### src/rtl/uart_pkg.sv
// Shared UART constants and the TX FIFO control state type.
// Holds FIFO depth default, byte width and serializer clock divider.
package uart_pkg;

  localparam int UART_FIFO_DEPTH = 16;
  localparam int UART_BYTE_W     = 8;

  // System clock and serializer tick rate used to derive the divider.
  localparam int UART_CLK_HZ  = 50_000_000;
  localparam int UART_TICK_HZ = 1_000_000;
  localparam int UART_CLK_DIV = UART_CLK_HZ / UART_TICK_HZ;

  typedef enum logic [1:0] {
    EMPTY_S = 2'd0,
    FILL_S  = 2'd1,
    FULL_S  = 2'd2
  } fifo_state_t;

endpackage

### src/rtl/uart_fifo_mem.sv
// Byte storage for the UART TX FIFO: one synchronous write port,
// one asynchronous read port. Ports: CLK, i_we, i_waddr, i_wdata,
// i_raddr, o_rdata. Contents are not reset.
module uart_fifo_mem
  import uart_pkg::*;
#(
  parameter int DEPTH = UART_FIFO_DEPTH,
  parameter int AW    = 4
) (
  input  logic                   CLK,
  input  logic                   i_we,
  input  logic [AW-1:0]          i_waddr,
  input  logic [UART_BYTE_W-1:0] i_wdata,
  input  logic [AW-1:0]          i_raddr,
  output logic [UART_BYTE_W-1:0] o_rdata
);

  logic [UART_BYTE_W-1:0] r_mem [DEPTH];

  always_ff @(posedge CLK) begin
    if (i_we) begin
      r_mem[i_waddr] <= i_wdata;
    end
  end

  assign o_rdata = r_mem[i_raddr];

endmodule

### src/rtl/uart_tx_fifo.sv
// First-word fall-through byte FIFO feeding a UART serializer.
// Inputs: CLK, RST (async high), WR_DATA/WR_EN push, CLR_OVF,
// TX_IDLE (serializer ready). Outputs: TX_DATA/TX_DATA_READY head
// byte, FULL, EMPTY, COUNT, sticky OVERFLOW (a write was dropped).
module uart_tx_fifo
  import uart_pkg::*;
#(
  parameter int DEPTH = UART_FIFO_DEPTH,
  parameter int AW    = 4
) (
  input  logic                   CLK,
  input  logic                   RST,
  input  logic [UART_BYTE_W-1:0] WR_DATA,
  input  logic                   WR_EN,
  input  logic                   CLR_OVF,
  input  logic                   TX_IDLE,
  output logic [UART_BYTE_W-1:0] TX_DATA,
  output logic                   TX_DATA_READY,
  output logic                   FULL,
  output logic                   EMPTY,
  output logic [AW:0]            COUNT,
  output logic                   OVERFLOW
);

  localparam logic [AW:0] LP_ONE  = (AW+1)'(1);
  localparam logic [AW:0] LP_LAST = (AW+1)'(DEPTH - 1);

  fifo_state_t r_state;
  fifo_state_t w_state_nxt;

  logic [AW-1:0] r_wr_ptr;
  logic [AW-1:0] r_rd_ptr;
  logic [AW:0]   r_count;
  logic [AW:0]   w_count_nxt;
  logic          r_ovf;

  logic w_push;
  logic w_pop;
  logic w_drop;

  assign EMPTY         = (r_state == EMPTY_S);
  assign FULL          = (r_state == FULL_S);
  assign TX_DATA_READY = ~EMPTY;
  assign COUNT         = r_count;
  assign OVERFLOW      = r_ovf;

  // A write while full is dropped even if a pop happens in the same
  // cycle: the slot freed by the pop is not reused until next cycle.
  assign w_push = WR_EN & ~FULL;
  assign w_pop  = TX_DATA_READY & TX_IDLE;
  assign w_drop = WR_EN & FULL;

  uart_fifo_mem #(
    .DEPTH (DEPTH),
    .AW    (AW)
  ) u_mem (
    .CLK     (CLK),
    .i_we    (w_push),
    .i_waddr (r_wr_ptr),
    .i_wdata (WR_DATA),
    .i_raddr (r_rd_ptr),
    .o_rdata (TX_DATA)
  );

  always_comb begin
    w_count_nxt = r_count;
    unique case ({w_push, w_pop})
      2'b10:   w_count_nxt = r_count + LP_ONE;
      2'b01:   w_count_nxt = r_count - LP_ONE;
      default: w_count_nxt = r_count;
    endcase
  end

  always_comb begin
    w_state_nxt = r_state;
    unique case (r_state)
      EMPTY_S: begin
        if (w_push) begin
          w_state_nxt = FILL_S;
        end
      end
      FILL_S: begin
        if (w_push && !w_pop && r_count == LP_LAST) begin
          w_state_nxt = FULL_S;
        end else if (w_pop && !w_push && r_count == LP_ONE) begin
          w_state_nxt = EMPTY_S;
        end
      end
      FULL_S: begin
        if (w_pop) begin
          w_state_nxt = FILL_S;
        end
      end
      default: w_state_nxt = EMPTY_S;
    endcase
  end

  always_ff @(posedge CLK or posedge RST) begin
    if (RST) begin
      r_state <= EMPTY_S;
    end else begin
      r_state <= w_state_nxt;
    end
  end

  always_ff @(posedge CLK or posedge RST) begin
    if (RST) begin
      r_wr_ptr <= '0;
      r_rd_ptr <= '0;
      r_count  <= '0;
      r_ovf    <= 1'b0;
    end else begin
      if (w_push) begin
        r_wr_ptr <= r_wr_ptr + AW'(1);
      end
      if (w_pop) begin
        r_rd_ptr <= r_rd_ptr + AW'(1);
      end
      r_count <= w_count_nxt;
      // A new drop wins over a simultaneous clear.
      r_ovf   <= w_drop | (r_ovf & ~CLR_OVF);
    end
  end

endmodule
### config.mk
export PLATFORM = sky130hd
export DESIGN_NAME = uart_tx_fifo
export DESIGN_NICKNAME = d
export VERILOG_FILES = /design/src/rtl/uart_pkg.sv /design/src/rtl/uart_fifo_mem.sv /design/src/rtl/uart_tx_fifo.sv
export SDC_FILE = /design/constraint.sdc
export NUM_CORES = 1
export LEC_CHECK = 0
export ABC_CLOCK_PERIOD_IN_PS = 2350
export BUFFER_PORTS_ARGS = -buffer_cell sky130_fd_sc_hd__buf_2
export CELL_PAD_IN_SITES_DETAIL_PLACEMENT = 2
export CELL_PAD_IN_SITES_GLOBAL_PLACEMENT = 2
export CORE_MARGIN = 10
export CORE_UTILIZATION = 47
export CTS_CLUSTER_DIAMETER = 120
export DETAILED_ROUTE_END_ITERATION = 7
export PLACE_DENSITY = 0.87
export SLEW_MARGIN = 20
export SYNTH_ARGS = -nofsm -noshare
export SYNTH_HDL_FRONTEND = slang
export SYNTH_SLANG_ARGS = --single-unit
export TNS_END_PERCENT = 20
### constraint.sdc
create_clock -name CLK -period 2.35 [get_ports CLK]
set_clock_uncertainty 0.1 [all_clocks]
set_input_delay 0.47 -clock CLK [delete_from_list [all_inputs] [get_ports CLK]]
set_output_delay 0.47 -clock CLK [all_outputs]
set_load 0.01 [all_outputs]
==> impl_metrics.yaml, run 1 <==
setup_path:
  r2r_slack_ns: 0.14
  critPathLaunch: "r_rd_ptr[0]"
  critical-path-max-stage-delay_ns: 0.54
  cp.required_ns: 1.78
  critPathKind: "flip-flop to output pin"
  critPathLaunchType: "flip-flop"
  r2r-end: "r_state[0]"
  cp.arrival_ns: 2.16
  end_kind: "output pin"
  r2r_start: "r_state[0]"
  crit_chain: "buf_4, buf_12, mux4_2, a22oi_2, nand2_1, buf_2"
  rr_worst_depth: 7
  cp_max_fo: 6
  slowest_stage: "mux4_2"
global_routing:
  grt_util_met1_pct: 23.3
  grt_usage_pct: 20.1
  grt-busiest-layer: "met2"
  first_global_vias: 3604
  grt_pass1_wl_um: 25400
  grt_max_degree: 27
  antenna_found_initial: 0
  grt-ovfl-total: 0
  global_route.usage.met2_pct: 34.8
  use_met3_pct: 5.95
finish:
  antennaDiodeCount: 0
  nets: 391
  post-route-util_pct: 58.2
  drive_gt1_share_pct: 37.1
  area_delta_synth_final_pct: 19.7
die:
  die_y_um: 132
  initial_core_util_pct: 48.6
  die_width_um: 132
  io_pins: 30
  fp-row-count: 40
  core-area_um2: 12200
  die_area_um2: 17500
yosys:
  synthesis.instances: 307
  syn_area_per_cell_um2: 19.3
  muxShareOfSynthArea_pct: 13.6
  synth_compound_area_share_pct: 3.05
  ys_types: 40
  syn_nets: 331
  ys_warn_count: 0
  synth_xor_area_share_pct: 1.48
  ys_ff_latch: 144
  synth_top_family_by_area: "multiplexers"
  seq_area_frac_synth_pct: 71.8
  synthAdderAreaFrac_pct: 2.33
  syn_area_um2: 5910
  yosys.area_share.simple_pct: 4.82
sta:
  tightest_slew_ns: 0.718
  setup_ws_ns: -0.376
  fmax_mhz: 367
  relSlewSlack_pct: 52.1
  fin_crit_ns: 2.73
  finalMaxSlewViolations: 0
  period_share_pct: 116
  finalHoldViolations: 0
  setup_viol: 8
  rsz0062_at_grt: "true"
  hold_ws_ns: 0.0500
clock_tree:
  clock-sinks: 144
  cts.clk_slew.worst_paths_ns: 0.06
  cts_root_buffer: "clkbuf_16"
  holdBufCountCts: 0
  cts_buffers: 17
  cts_tree: "built"
  h-tree-depth: 4
  cts_buffer_depth: 2
  clk_latency_ns: 0.43
detailed_routing:
  ant_nets: 0
  drc: 0
  vias: 3228
  firstDrtPassIters: 5
  routed_wl_um: 16900
  drtIter0Drc: 488
  vias_per_cell: 5.89
  post_drt_wl_per_cell_um: 30.8
run_status:
  status: "finished with violations"
  violations: "setup timing"
min_path:
  hp-class: "primary input to async pin"
pwr:
  p_leak_nw: 2.50
  ir_worst_vdd_mv: 0.634
  powerDensity_nw_per_um2: 1320
flow_run:
  max-cap-violations: 0
placed_design:
  dp_hpwl_um: 10400
  dp_slack_ns: 0.00330
  io_buffers: 29
  globalplace.congestion: 0.730
## synthesized netlist by cell type, drive strengths merged
| cell type | n | area [um^2] |
|---|---|---|
| nor4 | 2 | 12.5 |
| or2 | 1 | 6.26 |
| and2b | 1 | 7.51 |
| nand4 | 2 | 12.5 |
| xor2 | 4 | 35.0 |
| inv | 17 | 63.8 |
| a22oi | 16 | 120 |
| nand2b | 1 | 6.26 |
| mux2 | 2 | 22.5 |
| buf | 7 | 67.6 |
| and3 | 1 | 6.26 |
| or4b | 1 | 10.0 |
| ha | 11 | 138 |
| clkdlybuf4s25 | 3 | 30.0 |
| nor2 | 7 | 26.3 |
| a21oi | 4 | 20.0 |
| o21ai | 2 | 10.0 |
| o22ai | 2 | 12.5 |
| a211oi | 1 | 7.51 |
| nand3 | 1 | 5.00 |
| a221o | 1 | 10.0 |
| or3b | 1 | 8.76 |
| and4 | 1 | 8.76 |
| nand4b | 2 | 17.5 |
| nor2b | 2 | 12.5 |
| and2 | 13 | 81.3 |
| nand2 | 12 | 45.0 |
| nor4b | 1 | 8.76 |
| xnor2 | 6 | 52.6 |
| edfxtp | 128 | 3840 |
| mux4 | 32 | 773 |
| clkbuf | 3 | 12.5 |
| mux2i | 1 | 10.0 |
| nor3 | 2 | 10.0 |
| dfrtp | 16 | 400 |
## metal layers
layer | vias up | routed length (um)
met3 | 22 | 855
met1 | 1740 | 6750
met4 | 0 | 329
met2 | 126 | 8940
met5 | - | 0
li1 | 1340 | -
## report_power, final
part | internal (W) | total, W | switching (W)
Combinational | 0.00154 | 0.00329 | 0.00175
Sequential | 0.00314 | 0.00341 | 0.000267
Clock | 0.00156 | 0.00265 | 0.00109
Total | 0.00624 | 0.00934 | 0.00310
## placed cells by master, fill, tap and decap left out, types with 3 or more instances in the layout
cell type	netlist	layout
buf_12	1	4
and2_1	13	9
and2_2	0	4
a22oi_2	0	15
mux4_2	18	29
edfxtp_1	128	128
a21oi_1	4	4
ha_1	11	11
nand2_2	0	3
nor2_1	7	7
dfrtp_1	16	15
buf_2	2	26
clkbuf_16	0	17
nand2_1	12	9
buf_6	2	7
inv_1	17	17
mux4_1	14	3
buf_4	2	16
xnor2_1	6	6
xor2_1	4	4
clkinvlp_4	0	5
## registers in the layout (all words and copies together), names as in the netlist
name / flops
r_rd_ptr: 4
u_mem.r_mem: 128
r_wr_ptr: 4
OVERFLOW: 1
COUNT: 5
r_state: 2
## critical path, delay by kind of cell (launching register included)
kind            cells  cell delay (ns)
compound gates      1             0.24
simple gates        1             0.12
mux                 1             0.54
buf+inv             3             0.44
flops               1             0.39
## final cells by class
type | instances | area (um^2)
fillers | 1007 | 5080
repair buffers | 54 | 437
flip-flops and latches | 144 | 4250
inverters | 17 | 63.8
multi-input cells | 133 | 1560
well taps | 168 | 210
clock inverters | 14 | 141
clock buffers | 18 | 429
## worst max path at each step
| stage | to | slack [ns] | cells past startpoint |
|---|---|---|---|
| finish | TX_DATA[4] | -0.38 | 6 |
| global route | TX_DATA[7] | -0.45 | 7 |
| CTS | TX_DATA[7] | -0.38 | 7 |
| detailed placement | TX_DATA[7] | 0.003 | 5 |
| global placement | TX_DATA[4] | 0.11 | 5 |
| floorplan | TX_DATA[3] | 0.34 | 5 |
## stage by stage
step                      cell area [um^2]  setup TNS, ns  std cells  total power [W]
after CTS                             7050          -2.87        548          0.00933
after floorplan                       5910              0        307          0.00505
after detailed placement              6310              0        506          0.00608
after global placement                6310              0        506          0.00581
after global routing                  7080          -3.27        548          0.00975
final                                 7080          -2.70        548          0.00934
## cell families (layout without fill, tap and decap cells)
kind of cell,after synthesis,after routing
compound gates,26,26
xor+xnor,10,10
fa+ha+maj,11,11
buf+inv,30,103
flops,144,144
mux,35,35
simple gates,51,51
## timing repair
item	4_1_cts	5_1_grt
resized for setup	32	12
endpoints found under the setup margin	24	42
endpoints found under the hold margin	0	0
buffers inserted	9	0
pin swaps	8	6
gates cloned	1	0
Power figures use the tool's default switching activity.
==> run 2, diff against run 1 <==
Settings changed: ABC_CLOCK_PERIOD_IN_PS 2350 to 2450, CORE_UTILIZATION 47 to 42, PLACE_DENSITY 0.87 to 0.82.
Clock period 2.35 ns to 2.45 ns, I/O delays scaled along.
==> impl_metrics.yaml, run 2 (synthesis results as in run 1) <==
clock_tree:
  cts_buffers: 17
  cts_root_buffer: "clkbuf_16"
  cts_buffer_depth: 2
  holdBufCountCts: 0
  clk_latency_ns: 0.42
  cts_tree: "built"
  h-tree-depth: 4
  clock-sinks: 144
  cts.clk_slew.worst_paths_ns: 0.06
setup_path:
  cp_max_fo: 5
  crit_chain: "buf_12, buf_8, mux4_2, a22oi_2, nand2_1, buf_2"
  end_kind: "output pin"
  critPathLaunch: "r_rd_ptr[0]"
  r2r_start: "r_state[0]"
  critical-path-max-stage-delay_ns: 0.51
  critPathKind: "flip-flop to output pin"
  slowest_stage: "mux4_2"
  cp.arrival_ns: 2.13
  rr_worst_depth: 4
  cp.required_ns: 1.86
  critPathLaunchType: "flip-flop"
sta:
  finalHoldViolations: 0
  tightest_slew_ns: 0.744
  relSlewSlack_pct: 50.3
  finalMaxSlewViolations: 0
  setup_ws_ns: -0.274
  rsz0062_at_grt: "true"
  fin_crit_ns: 2.72
  fmax_mhz: 367
  setup_viol: 8
  period_share_pct: 111
pwr:
  netSwitchingFraction_pct: 31.6
  p_leak_nw: 2.51
  pwr-share-comb_pct: 33.7
  powerDensity_nw_per_um2: 1220
  ir_worst_vdd_mv: 0.549
  switchingPower_w: 0.00270
  internal_power_w: 0.00583
  pwr-share-clk_pct: 28.3
  seqPwrFrac_pct: 38.0
finish:
  largest_reg_flops: 128
  area_delta_synth_final_pct: 18.4
  final_cell_mix: "edfxtp_1 (128), buf_2 (29), mux4_2 (27)"
  stdcell_count: 560
  drive_gt1_share_pct: 32.4
  top_register: "u_mem.r_mem"
  post-route-util_pct: 50.7
  nets: 391
  antennaDiodeCount: 0
  final_common_cell: "edfxtp_1"
detailed_routing:
  vias_per_cell: 5.53
  ant_nets: 0
  drc: 0
  vias: 3099
  post_drt_wl_per_cell_um: 28.5
  drtIter0Drc: 311
  firstDrtPassIters: 4
  routed_wl_um: 16000
placed_design:
  globalplace.congestion: 0.743
  dp_slack_ns: 0.0918
  dp_hpwl_um: 10200
  io_buffers: 29
  dp_cells: 519
die:
  fp-row-count: 43
  initial_core_util_pct: 42.8
  die_y_um: 139
  io_pins: 30
  die_width_um: 139
  die_area_um2: 19200
  core-area_um2: 13800
run_status:
  status: "finished with violations"
  violations: "setup timing"
global_routing:
  first_global_vias: 3498
  grt_max_degree: 33
  antenna_found_initial: 0
  grt-ovfl-total: 0
  grt_usage_pct: 16.7
  grt_pass1_wl_um: 23500
flow_run:
  max-cap-violations: 0
min_path:
  hp-class: "primary input to async pin"
run 2: cell types whose count changed in the layout (fill, tap and decap cells not counted), moves of 4 or more:
cell,delta
buf_6,-6
clkbuf_1,+4
a22oi_2,-6
clkinvlp_4,-5
a22oi_1,+6
run 2: layer usage:
metal  GRT usage, %  vias up  part of all wire, %
met1           19.5     1625                   40
met3           4.42       26                  5.0
met2           28.6      101                   53
met4           7.08        0                  2.0
met5              0        -                    0
li1               -     1347                    -
run 2: layout make-up:
class                   instances  area, um^2
multi-input cells             133        1510
clock inverters                 7        58.8
inverters                      17        63.8
well taps                     180         225
clock buffers                  25         485
flip-flops and latches        144        4250
fillers                      1216        6820
repair buffers                 54         414
run 2: repair_timing:
item	4_1_cts	5_1_grt
setup buffers	0	9
gates resized for setup	11	16
pin swaps	1	9
setup endpoints to repair	8	12
run 2: worst paths after layout:
check	endpoint	slack [ns]
worst max-delay path	TX_DATA[6]	-0.27
worst min-delay path	COUNT[3]	0.09
worst max register to register	u_mem.r_mem[5][5]	0.28
worst min register to register	r_state[0]	0.43
max in group asynchronous	r_rd_ptr[0]	1.65
min in group CLK	OVERFLOW	0.17
run 2: critical path: cells and delay by family (launching register included):
kind	cells	cell delay, ns
mux	1	0.51
flops	1	0.42
buf+inv	3	0.40
compound gates	1	0.28
simple gates	1	0.10
run 2: through the flow:
| stage | instance area, um^2 | hold slack [ns] | total power (W) | TNS [ns] |
|---|---|---|---|---|
| after floorplan | 5910 | 0.304 | 0.00485 | 0 |
| after global placement | 6320 | 0.397 | 0.00562 | 0 |
| after detailed placement | 6320 | 0.427 | 0.00580 | 0 |
| after CTS | 6880 | 0.0849 | 0.00832 | -1.94 |
| after global routing | 7000 | 0.136 | 0.00895 | -2.39 |
| final | 7000 | 0.0893 | 0.00852 | -1.74 |
run 2: power groups by stage:
stage               sequential, W  combinational (W)  clock, W
floorplan                 0.00321            0.00164         0
global placement          0.00323            0.00239         0
detailed placement        0.00328            0.00252         0
CTS                       0.00325            0.00261   0.00247
global route              0.00328            0.00310   0.00257
finish                    0.00324            0.00287   0.00241
==> run 3, diff against run 2 <==
Settings changed: SETUP_SLACK_MARGIN set to 0.4.
==> impl_metrics.yaml, run 3 (synthesis results as in run 1) <==
run_status:
  status: "finished with violations"
  violations: "setup timing"
setup_path:
  critPathKind: "flip-flop to output pin"
  end_kind: "output pin"
  rr_worst_depth: 7
  crit_chain: "buf_12, buf_8, mux4_2, a22oi_2, nand2_1, buf_2"
  critPathLaunch: "r_rd_ptr[0]"
  r2r_slack_ns: 0.50
  r2r-end: "r_state[0]"
  critical-path-max-stage-delay_ns: 0.51
  r2r_start: "r_state[1]"
  cp.required_ns: 1.86
  critPathLaunchType: "flip-flop"
  endpoint: "TX_DATA[6]"
  slowest_stage: "mux4_2"
  cp_max_fo: 5
  cp.arrival_ns: 2.14
finish:
  largest_reg_flops: 128
  final_cell_mix: "edfxtp_1 (128), buf_2 (29), mux4_2 (27), clkbuf_16 (17), buf_4 (17)"
  drive_gt1_share_pct: 35.0
  nets: 391
  fill_cells: 1208
  final_common_cell: "edfxtp_1"
  antennaDiodeCount: 0
  top_register: "u_mem.r_mem"
  area_delta_synth_final_pct: 19.2
sta:
  period_share_pct: 111
  fmax_mhz: 366
  setup_ws_ns: -0.281
  tightest_slew_ns: 0.730
  finalMaxSlewViolations: 0
  finalHoldViolations: 0
  setup_viol: 8
  rsz0062_at_grt: "true"
  relSlewSlack_pct: 51.3
  fin_crit_ns: 2.73
  setup_tns_ns: -1.78
clock_tree:
  cts_buffers: 17
  h-tree-depth: 4
  cts_buffer_depth: 2
  cts_tree: "built"
  cts.clk_slew.worst_paths_ns: 0.06
  cts_root_buffer: "clkbuf_16"
  clock-sinks: 144
  clk_latency_ns: 0.43
detailed_routing:
  firstDrtPassIters: 5
  vias_per_cell: 5.56
  drc: 0
  post_drt_wl_per_cell_um: 28.6
  drtIter0Drc: 329
  vias: 3115
  routed_wl_um: 16000
  ant_nets: 0
global_routing:
  grt_pass1_wl_um: 23500
  grt_max_degree: 33
  grt_usage_pct: 16.7
  grt-ovfl-total: 0
  antenna_found_initial: 0
  first_global_vias: 3498
placed_design:
  io_buffers: 29
  globalplace.congestion: 0.743
  dp_hpwl_um: 10200
pwr:
  p_total_w: 0.00855
  powerDensity_nw_per_um2: 1210
  pwr-share-comb_pct: 33.8
  p_leak_nw: 2.51
  netSwitchingFraction_pct: 31.7
  switchingPower_w: 0.00271
  internal_power_w: 0.00584
  pwr-share-clk_pct: 28.2
  seqPwrFrac_pct: 38.0
  ir_worst_vdd_mv: 0.554
die:
  fp-row-count: 43
  io_pins: 30
  core-area_um2: 13800
  die_y_um: 139
  initial_core_util_pct: 42.8
  die_width_um: 139
  die_area_um2: 19200
min_path:
  hp-class: "primary input to async pin"
flow_run:
  max-cap-violations: 0
run 3: changes by cell type in the layout (fill, tap and decap cells not counted):
| cell | delta |
|---|---|
| nand2_2 | +2 |
| nor4b_1 | -1 |
| nand2_1 | -2 |
| nand2b_1 | -1 |
| nor4_1 | -2 |
| nor4_2 | +2 |
| inv_2 | +2 |
| nand2b_4 | +1 |
| ha_1 | -1 |
| inv_1 | -2 |
| dfrtp_1 | -1 |
| nor4b_2 | +1 |
| ha_4 | +1 |
| dfrtp_2 | +1 |
run 3: stage by stage:
step	hold WS [ns]	cell area (um^2)	std cells	util, %	worst slack, ns
floorplan	0.304	5910	307	-	0.425
global placement	0.397	6320	519	45.7	0.214
detailed placement	0.427	6320	519	45.7	0.0918
CTS	0.0849	6910	551	50.0	-0.268
global route	0.136	7050	560	51.0	-0.355
finish	0.0784	7050	560	51.0	-0.281
run 3: power groups by stage:
stage | clock network (W) | logic (W) | registers [W]
finish | 0.00241 | 0.00289 | 0.00325
global route | 0.00257 | 0.00312 | 0.00329
CTS | 0.00247 | 0.00262 | 0.00325
detailed placement | 0 | 0.00252 | 0.00328
global placement | 0 | 0.00239 | 0.00323
floorplan | 0 | 0.00164 | 0.00321
run 3: how the worst min path moves through the flow:
| stage | startpoint | to | slack, ns | depth (start not counted) |
|---|---|---|---|---|
| after global routing | RST | r_wr_ptr[1] | 0.14 | 2 |
| after global placement | r_state[0] | r_state[0] | 0.40 | 1 |
| after CTS | RST | r_wr_ptr[1] | 0.08 | 2 |
| final | RST | r_wr_ptr[1] | 0.08 | 2 |
| after detailed placement | COUNT[3] | COUNT[3] | 0.43 | 1 |
| after floorplan | RST | COUNT[0] | 0.30 | 1 |
run 3: layout make-up:
cell class                 count  area [um^2]  share of cell area [%]
clock buffer                  25          485                    6.89
clock inverter                 7         58.8                   0.834
inverter                      17         63.8                   0.905
multi-input combinational    133         1560                    22.1
sequential                   144         4250                    60.2
tap                          180          225                    3.19
timing repair buffer          54          414                    5.88
run 3: timing repair:
item | in CTS | in global routing
setup buffers | 0 | 9
hold buffers | 0 | 0
pin swaps | 0 | 9
endpoints found under the setup margin | 74 | 27
resized for setup | 20 | 19
run 3: per-layer routing:
| metal | track usage [%] | wire (um) |
|---|---|---|
| met2 | 28.5 | 8540 |
| met5 | 0 | 0 |
| met1 | 19.5 | 6420 |
| met3 | 4.42 | 785 |
| met4 | 7.08 | 289 |
run 3: worst max-delay path: cells and delay by family (launching register included):
family / cells / cell delay [ns]
buf+inv: 3 / 0.40
mux: 1 / 0.51
simple gates: 1 / 0.10
flops: 1 / 0.42
compound gates: 1 / 0.28
